[src/rtl/sram_req_sequencer.sv]
// Command sequencer in front of the icoboard SRAM controller: one bus access per pclk,
// write->read turnaround, fixed-latency tagged read return. Optional counters: SRAM_REQ_STATS_EN.
module sram_req_sequencer #(
    parameter int unsigned ADDR_W       = 19,
    parameter int unsigned DATA_W       = 16,
    parameter int unsigned READ_LATENCY = 2,
    parameter int unsigned TURNAROUND   = 1
) (
    input  logic              pclk,
    input  logic              resetn,
    input  logic              cmd_valid,
    output logic              cmd_ready,
    input  logic              cmd_write,
    input  logic [ADDR_W-1:0] cmd_addr,
    input  logic [1:0]        cmd_be,
    input  logic [DATA_W-1:0] cmd_wdata,
    output logic              rsp_valid,
    output logic [ADDR_W-1:0] rsp_addr,
    output logic [DATA_W-1:0] rsp_data,
    output logic [ADDR_W-1:0] address,
    output logic [DATA_W-1:0] write_data,
    output logic              write_enable,
    output logic              lower_byte,
    output logic              upper_byte,
    input  logic [DATA_W-1:0] read_data
`ifdef SRAM_REQ_STATS_EN
    ,
    output logic [31:0]       stat_reads,
    output logic [31:0]       stat_writes
`endif
);

    localparam int unsigned TAIL = READ_LATENCY - 1;

    logic              cmd_accept;

    logic [ADDR_W-1:0] address_q, address_d;
    logic [DATA_W-1:0] write_data_q, write_data_d;
    logic              write_enable_q, write_enable_d;
    logic              lower_byte_q, lower_byte_d;
    logic              upper_byte_q, upper_byte_d;
    logic              last_was_write_q, last_was_write_d;
    logic              rd_issue_q, rd_issue_d;

    logic              pipe_vld_q  [READ_LATENCY];
    logic              pipe_vld_d  [READ_LATENCY];
    logic [ADDR_W-1:0] pipe_addr_q [READ_LATENCY];
    logic [ADDR_W-1:0] pipe_addr_d [READ_LATENCY];

    logic              rsp_valid_q, rsp_valid_d;
    logic [ADDR_W-1:0] rsp_addr_q, rsp_addr_d;
    logic [DATA_W-1:0] rsp_data_q, rsp_data_d;

`ifdef SRAM_REQ_STATS_EN
    logic [31:0]       stat_reads_q, stat_reads_d;
    logic [31:0]       stat_writes_q, stat_writes_d;
`endif

    // A read directly behind a bus write is held off for one cycle
    always_comb begin
        cmd_ready = 1'b1;
        if (TURNAROUND != 0 && last_was_write_q && cmd_valid && !cmd_write) begin
            cmd_ready = 1'b0;
        end
    end

    always_comb begin
        cmd_accept       = cmd_valid && cmd_ready;

        address_d        = address_q;
        write_data_d     = write_data_q;
        write_enable_d   = 1'b0;
        lower_byte_d     = 1'b0;
        upper_byte_d     = 1'b0;
        last_was_write_d = 1'b0;
        rd_issue_d       = 1'b0;
        rsp_valid_d      = 1'b0;
        rsp_addr_d       = rsp_addr_q;
        rsp_data_d       = rsp_data_q;

        if (cmd_accept) begin
            address_d        = cmd_addr;
            write_enable_d   = cmd_write;
            lower_byte_d     = cmd_be[0];
            upper_byte_d     = cmd_be[1];
            last_was_write_d = cmd_write;
            rd_issue_d       = !cmd_write;
            if (cmd_write) begin
                write_data_d = cmd_wdata;
            end
        end

        // Pipe stage 0 tags the read currently on the bus; the tail lines up with read_data
        pipe_vld_d[0]  = rd_issue_q;
        pipe_addr_d[0] = address_q;
        for (int unsigned i = 1; i < READ_LATENCY; i++) begin
            pipe_vld_d[i]  = pipe_vld_q[i-1];
            pipe_addr_d[i] = pipe_addr_q[i-1];
        end

        if (pipe_vld_q[TAIL]) begin
            rsp_valid_d = 1'b1;
            rsp_addr_d  = pipe_addr_q[TAIL];
            rsp_data_d  = read_data;
        end
    end

`ifdef SRAM_REQ_STATS_EN
    always_comb begin
        stat_reads_d  = stat_reads_q;
        stat_writes_d = stat_writes_q;
        if (cmd_accept) begin
            if (cmd_write) begin
                stat_writes_d = stat_writes_q + 32'd1;
            end else begin
                stat_reads_d  = stat_reads_q + 32'd1;
            end
        end
    end

    always_ff @(posedge pclk or negedge resetn) begin
        if (!resetn) begin
            stat_reads_q  <= '0;
            stat_writes_q <= '0;
        end else begin
            stat_reads_q  <= stat_reads_d;
            stat_writes_q <= stat_writes_d;
        end
    end

    assign stat_reads  = stat_reads_q;
    assign stat_writes = stat_writes_q;
`endif

    always_ff @(posedge pclk or negedge resetn) begin
        if (!resetn) begin
            address_q        <= '0;
            write_data_q     <= '0;
            write_enable_q   <= 1'b0;
            lower_byte_q     <= 1'b0;
            upper_byte_q     <= 1'b0;
            last_was_write_q <= 1'b0;
            rd_issue_q       <= 1'b0;
            rsp_valid_q      <= 1'b0;
            rsp_addr_q       <= '0;
            rsp_data_q       <= '0;
            for (int unsigned i = 0; i < READ_LATENCY; i++) begin
                pipe_vld_q[i]  <= 1'b0;
                pipe_addr_q[i] <= '0;
            end
        end else begin
            address_q        <= address_d;
            write_data_q     <= write_data_d;
            write_enable_q   <= write_enable_d;
            lower_byte_q     <= lower_byte_d;
            upper_byte_q     <= upper_byte_d;
            last_was_write_q <= last_was_write_d;
            rd_issue_q       <= rd_issue_d;
            rsp_valid_q      <= rsp_valid_d;
            rsp_addr_q       <= rsp_addr_d;
            rsp_data_q       <= rsp_data_d;
            for (int unsigned i = 0; i < READ_LATENCY; i++) begin
                pipe_vld_q[i]  <= pipe_vld_d[i];
                pipe_addr_q[i] <= pipe_addr_d[i];
            end
        end
    end

    assign address      = address_q;
    assign write_data   = write_data_q;
    assign write_enable = write_enable_q;
    assign lower_byte   = lower_byte_q;
    assign upper_byte   = upper_byte_q;
    assign rsp_valid    = rsp_valid_q;
    assign rsp_addr     = rsp_addr_q;
    assign rsp_data     = rsp_data_q;

endmodule

[config.mk]
export PLATFORM = sky130hd
export DESIGN_NAME = sram_req_sequencer
export DESIGN_NICKNAME = d
export VERILOG_FILES = /design/src/rtl/sram_req_sequencer.sv
export SDC_FILE = /design/constraint.sdc
export NUM_CORES = 1
export LEC_CHECK = 0
export ABC_AREA = 1
export CAP_MARGIN = 5
export CORE_AREA = 2 2 98 100
export CTS_CLUSTER_SIZE = 10
export DETAILED_ROUTE_END_ITERATION = 10
export DIE_AREA = 0 0 100 102
export GPL_ROUTABILITY_DRIVEN = 0
export PLACE_DENSITY = 0.78
export SLEW_MARGIN = 40
export SYNTH_ARGS = -nofsm -noshare
export SYNTH_HDL_FRONTEND = slang
export SYNTH_SLANG_ARGS = --single-unit
[constraint.sdc]
create_clock -name pclk -period 1.1 [get_ports pclk]
set_input_delay 0.11 -clock pclk [delete_from_list [all_inputs] [get_ports pclk]]
set_output_delay 0.11 -clock pclk [all_outputs]
set_load 0.03 [all_outputs]
==> results.md, run 1 <==
* Post-DP HPWL at 5480 um
* Most frequent cells in the layout: nand2_1, dfrtp_1, buf_6, buf_4, clkdlybuf4s50_1
* Clock skew at ~0.013 ns
* Clock sink total at about 120
* Die area at 10200 um2
* Clk_lat worst skew at 0.50 ns
* LEAKAGE at 3.30 nW
* Yosys warnings at 0
* Slew margin rel. at 72.6%
* Max Freq at 754 MHz
* Max-slew violations at 0
* DR iter-0 viols at around 150
* CTS buffer count at 17
* Mapped Nets at 428
* Input/output buffers at 131
* Critical path cell sequence: nand3_4, buf_12, buf_8
* CP delay by family, top: flip-flops
* Reg-to-Reg Start: last_was_write_q
* Initial Util at 44.5%
* Final setup fails at 92
* Total core area at around 9100 um2
* R2R depth at 6
* R2R Setup Slk at -0.11 ns
* Final worst path period share at 121%
* Final hold violations at 0
* Cell Area, Placed at 5290 um2
* Layout Cells excl Fill at 677
* Final wirelength at 9810 um
* Hold Worst Slack at 0.0935 ns
* Number of global-route vias before repair at 3123
* Flops & latches, synth at 115
* CP Buf/Inv Count at 2
* Fin nets at 610
* Synth top area share at approximately 71%
* Crit. Startpoint: last_was_write_q
* CTS clk-pin slew, worst paths at 0.06 ns
* Worst path required time at 0.99 ns
* Failing checks: negative setup slack
* Post-layout instance area at 6610 um2
* Dominant cells by area after synthesis: dfrtp_1, nand2_1, o21ai_0
* Post-synthesis cell type count at 15
* # diodes at 0
* Total global-route track usage at 18.5%
* Largest buffer count on any clock path at 2
* Die width at 100 um
* Ratio of cells with drive above 1 in the final layout at 32.7%
* First-pass GRT wire length at 14400 um
* Largest net degree at the start of global routing at 72
* Io pins at approximately 130
* Die height at 102 um
* Layout area overhead at 63.1%
* Mapped cell area at 4050 um2
* Hold crit path type: input pin to async pin
* Post-route core utilization at 72.5%
* CP Max Fanout at 2
* Num rows at 35
* VDD IR max at roughly 0.86 mV
* Seq/Total Area, Yosys at between 70% and 80%
* Least-Margin Pin Slew at 0.412 ns
* DP Worst Slack at -0.154 ns
* Mapped Cells at 371
* Largest stage delay on the critical path at ~0.38 ns
* Worst setup margin at -0.226 ns
* CP startpoint kind: flop
* CP arrival at between 1 and 1.5 ns
* Pwr Total at 12.9 mW
* Synthesized area per cell at 10.9 um2
* Post-route ant nets at 0
* Critical R2R Capture: address[9]
* Initial antenna violation count at 0
* CTS tree: done
* DRT Pass-1 Iters at 4
* Via Count at 3146
* Commonest non-fill, non-tap cell in the layout: nand2_1
* Kind of critical path: flop to output port
* Post-synth top area cell: dfrtp_1
* Placed Cells at 590
* Htree depth at 4
* Residual DRC at 0
* Wire per inst at around 14 um
* GRT overflow at 0
* Power Density at 1950 nW/um2
* Final min period at 1.33 ns
* Clock root cell: clkbuf_8
* Number of max-cap violations at 0
* Vias per inst at between 4 and 5
* Outcome: finished, violations left
* Setup tns final at -4.58 ns
* RSZ-0062 raised after global routing: true
* CP max stage cell: dfrtp_2
* Fill cells at 601
* Critical path endpoint category: output port
-- flip-flops by register name, summed over array words and instances (netlist names) --
name and count:
address 19, pipe_addr_d 19, pipe_addr_q 19, rsp_addr 19
rsp_data 16, write_data 16, last_was_write_q 1, lower_byte 1
pipe_vld_d 1, pipe_vld_q 1, rd_issue_q 1, rsp_valid 1
upper_byte 1
-- synth_stat cells, drive strengths merged --
| cell | number |
|---|---|
| buf | 32 |
| inv | 40 |
| clkbuf | 3 |
| nor2 | 3 |
| nand3 | 20 |
| dfrtp | 115 |
| o21ai | 36 |
| nand2 | 122 |
-- cell families after synthesis --
kind of cell | synth area share [%]
flip-flops | 71.1
buffers and inverters | 10.0
AO/OA/AOI/OAI | 4.54
AND/OR/NAND/NOR | 14.4
-- worst max path at each step --
stage | to | slack [ns] | depth (start not counted)
after CTS | cmd_ready | -0.24 | 3
after floorplan | address[11] | 0.08 | 5
final | cmd_ready | -0.23 | 3
after global placement | address[18] | -0.11 | 6
after detailed placement | address[13] | -0.15 | 6
after global routing | cmd_ready | -0.27 | 3
-- report_power, final --
| part | internal [mW] | total, mW | switching [mW] |
|---|---|---|---|
| registers | 4.75 | 5.08 | 0.325 |
| logic | 1.39 | 2.84 | 1.45 |
| clock network | 3.04 | 4.93 | 1.89 |
-- metal layers --
metal  vias up  track usage [%]  wire [um]
li1       1481                -          -
met1      1494             20.1       3650
met2       148             33.1       5160
met3        23             7.59        793
met4         0             6.01        210
met5         -                0          0
-- what timing repair did --
action	4_1_cts	5_1_grt
resized for setup	88	13
hold buffers	1	0
setup buffers	34	18
hold endpoints to repair	115	0
setup endpoints to repair	75	93
pin swaps	1	0
gates cloned	1	1
-- final cells by class --
| cell class | count | area (um2) | area share [%] |
|---|---|---|---|
| clock buffers | 20 | 435 | 6.59 |
| clock inverters | 12 | 109 | 1.65 |
| inverters | 40 | 153 | 2.31 |
| multi-input cells | 181 | 808 | 12.2 |
| flip-flops and latches | 115 | 2880 | 43.6 |
| well taps | 111 | 139 | 2.10 |
| repair buffers | 198 | 2080 | 31.5 |
No activity file was read; power rests on OpenSTA's default activity.
==> run 2, diff against run 1 <==
Settings changed: CTS_CLUSTER_SIZE 10 to unset, SLEW_MARGIN 40 to unset.
==> results of run 2 <==
Same layout as run 1: the final DEF is identical, and so are final timing and power.
==> run 3, diff against run 2 <==
Settings changed: TNS_END_PERCENT set to 1.
==> run 3 against run 2 <==
Net effect:
- the run still ends with negative setup slack left
- global-route usage decreased by 1.2 points
- clock skew decreased by 0.0057 ns
- routed wire length decreased by 14%
- flip-flop and latch count unchanged
- final cell count decreased by 7.4%
- non-clock buffer count decreased by 50
- via count decreased by 9.0%
- die area unchanged
- hold slack got worse by 0.0027 ns
==> results.md, run 3 (synthesized netlist as in run 1, its figures left out) <==
* Outcome: finished, violations left (unchanged)
* Failing checks: negative setup slack (unchanged)
* CP Buf/Inv Count at 2 (unchanged)
* Clock skew at 0.00774 ns (was 0.0134 ns)
* Number of max-cap violations at 0 (unchanged)
* LEAKAGE at 3.04 nW (was 3.30 nW)
* Placed Cells at 590 (unchanged)
* Critical path endpoint category: output port (unchanged)
* Via Count at 2862 (was 3146)
* CP max stage cell: dfrtp_2 (unchanged)
* Total global-route track usage at 17.3% (was 18.5%)
* Ratio of cells with drive above 1 in the final layout at 26.0% (was 32.7%)
* Number of global-route vias before repair at 2993 (was 3123)
* Post-route ant nets at 0 (unchanged)
* Largest net degree at the start of global routing at 72 (unchanged)
* Initial Util at 44.5% (unchanged)
* Critical Path End: cmd_ready (unchanged)
* Initial antenna violation count at 0 (unchanged)
* Die area at 10200 um2 (unchanged)
* R2R Setup Slk at -0.02 ns (was -0.11 ns)
* Clock sink total at 115 (unchanged)
* Num rows at 35 (unchanged)
* Kind of critical path: flop to output port (unchanged)
* Least-Margin Pin Slew at 0.403 ns (was 0.412 ns)
* Crit. Startpoint: last_was_write_q (unchanged)
* Input/output buffers at 131 (unchanged)
* Power Density at 2000 nW/um2 (was 1950 nW/um2)
* DP Worst Slack at -0.154 ns (unchanged)
* Max-slew violations at 0 (unchanged)
* First-pass GRT wire length at 13700 um (was 14400 um)
* Commonest non-fill, non-tap cell in the layout: nand2_1 (unchanged)
* Final min period at 1.32 ns (was 1.33 ns)
* Largest buffer count on any clock path at 2 (unchanged)
* Clk pwr share at 39.5% (was 38.4%)
* Worst setup margin at -0.223 ns (was -0.226 ns)
* Max Freq at 756 MHz (was 754 MHz)
* Total core area at 9110 um2 (unchanged)
* DRT Pass-1 Iters at 5 (was 4)
* Clock root cell: clkbuf_8 (unchanged)
* Reg-to-Reg Start: last_was_write_q (unchanged)
* Psw at 3.51 mW (was 3.66 mW)
* Io pins at 132 (unchanged)
* Largest stage delay on the critical path at 0.38 ns (about the same)
* Post-route core utilization at 68.1% (was 72.5%)
* CTS buffer count at 17 (unchanged)
* Final hold violations at 0 (unchanged)
* Fill cells at 664 (was 601)
* Final setup fails at 77 (was 92)
* GRT overflow at 0 (unchanged)
* Worst path required time at 0.99 ns (about the same)
* Post-DP HPWL at 5480 um (unchanged)
* RSZ-0062 raised after global routing: true (unchanged)
* Slew margin rel. at 73.1% (was 72.6%)
* Hold crit path type: input pin to async pin (unchanged)
* Critical R2R Capture: address[18] (was address[9])
* Htree depth at 4 (unchanged)
* Layout Cells excl Fill at 627 (was 677)
* Final worst path period share at 120% (was 121%)
* # diodes at 0 (unchanged)
* Int Pwr at 8.90 mW (was 9.19 mW)
* CTS clk-pin slew, worst paths at 0.06 ns (about the same)
* Fin nets at 560 (was 610)
* CP Max Fanout at 2 (unchanged)
* Clk_lat worst skew at 0.50 ns (about the same)
* Most frequent cells in the layout: nand2_1, dfrtp_1, buf_6, clkdlybuf4s50_1, inv_1 (was nand2_1, dfrtp_1, buf_6, buf_4, clkdlybuf4s50_1)
* CP arrival at 1.21 ns (was 1.22 ns)
* CTS tree: done (unchanged)
* Die height at 102 um (unchanged)
* DR iter-0 viols at 102 (was 146)
* Critical path cell sequence: nand3_4, buf_12, buf_8 (unchanged)
* Layout area overhead at 53.2% (was 63.1%)
* CP startpoint kind: flop (unchanged)
* Reg power frac at 41.0% (was 39.5%)
* Die width at 100 um (unchanged)
* Wire per inst at 13.5 um (was 14.5 um)
* Sw frac at 28.3% (was 28.5%)
* CP delay by family, top: flip-flops (unchanged)
* Critical path depth at 3 (unchanged)
* Final wirelength at 8480 um (was 9810 um)
* Vias per inst at 4.56 (was 4.65)
* R2R depth at 6 (unchanged)
* Comb pwr share at 19.4% (was 22.1%)
* VDD IR max at 0.877 mV (was 0.860 mV)
* Setup tns final at -4.01 ns (was -4.58 ns)
* Residual DRC at 0 (unchanged)
==> run 3: metrics by stage <==
| stage | cell area, um2 | hold slack (ns) | power, mW |
|---|---|---|---|
| floorplan | 4050 | -0.186 | 6.26 |
| global placement | 5290 | 0.0634 | 7.21 |
| detailed placement | 5290 | 0.0689 | 7.28 |
| CTS | 6180 | 0.0911 | 12.5 |
| global route | 6200 | 0.112 | 12.9 |
| finish | 6200 | 0.0907 | 12.4 |
==> run 3: power by group through the flow <==
stage / registers, mW / logic, mW / clock network, mW
3_3_place_gp: 5.07 / 2.15 / 0
5_1_grt: 5.15 / 2.57 / 5.21
2_1_floorplan: 5.61 / 0.648 / 0
4_1_cts: 5.09 / 2.42 / 4.99
6_report: 5.09 / 2.41 / 4.90
3_5_place_dp: 5.08 / 2.19 / 0
==> run 3: how the worst min path moves through the flow <==
stage | from | to | slack (ns) | cells past startpoint
2_1_floorplan | resetn | address[0] | -0.19 | 0
3_3_place_gp | resetn | rsp_data[0] | 0.06 | 1
3_5_place_dp | resetn | rsp_addr[17] | 0.07 | 1
4_1_cts | resetn | rsp_addr[17] | 0.09 | 2
5_1_grt | resetn | rsp_addr[17] | 0.11 | 2
6_report | resetn | rsp_addr[17] | 0.09 | 2
==> run 3: area by class of cell <==
class / instances / area [um2] / share of cell area, %
Clock buffer: 20 / 435 / 7.02
Clock inverter: 12 / 109 / 1.75
Inverter: 40 / 153 / 2.46
Multi-Input combinational cell: 181 / 803 / 12.9
Sequential cell: 115 / 2880 / 46.4
Tap cell: 111 / 139 / 2.24
Timing Repair Buffer: 148 / 1680 / 27.1
==> run 3: worst register-to-register path, cell delays in order, from the launching register on <==
cell and delay (ns):
dfrtp_2 0.42, buf_4 0.14, inv_1 0.06, o21ai_2 0.07
buf_12 0.16, nand2_1 0.08, nand2_1 0.07
==> run 3: repair_timing <==
| item | 4_1_cts | 5_1_grt |
|---|---|---|
| hold buffers | 1 | 0 |
| setup buffers | 3 | 0 |
| gates resized for setup | 80 | 5 |
| pin swaps | 1 | 0 |
| setup endpoints to repair | 75 | 93 |
| gates cloned | 1 | 0 |
| endpoints found under the hold margin | 115 | 0 |
==> run 3: layer usage <==
layer  GRT usage, %  routed length (um)
met1           19.3                3360
met2           30.2                4310
met3           7.25                 737
met4           5.80                  66
met5              0                   0
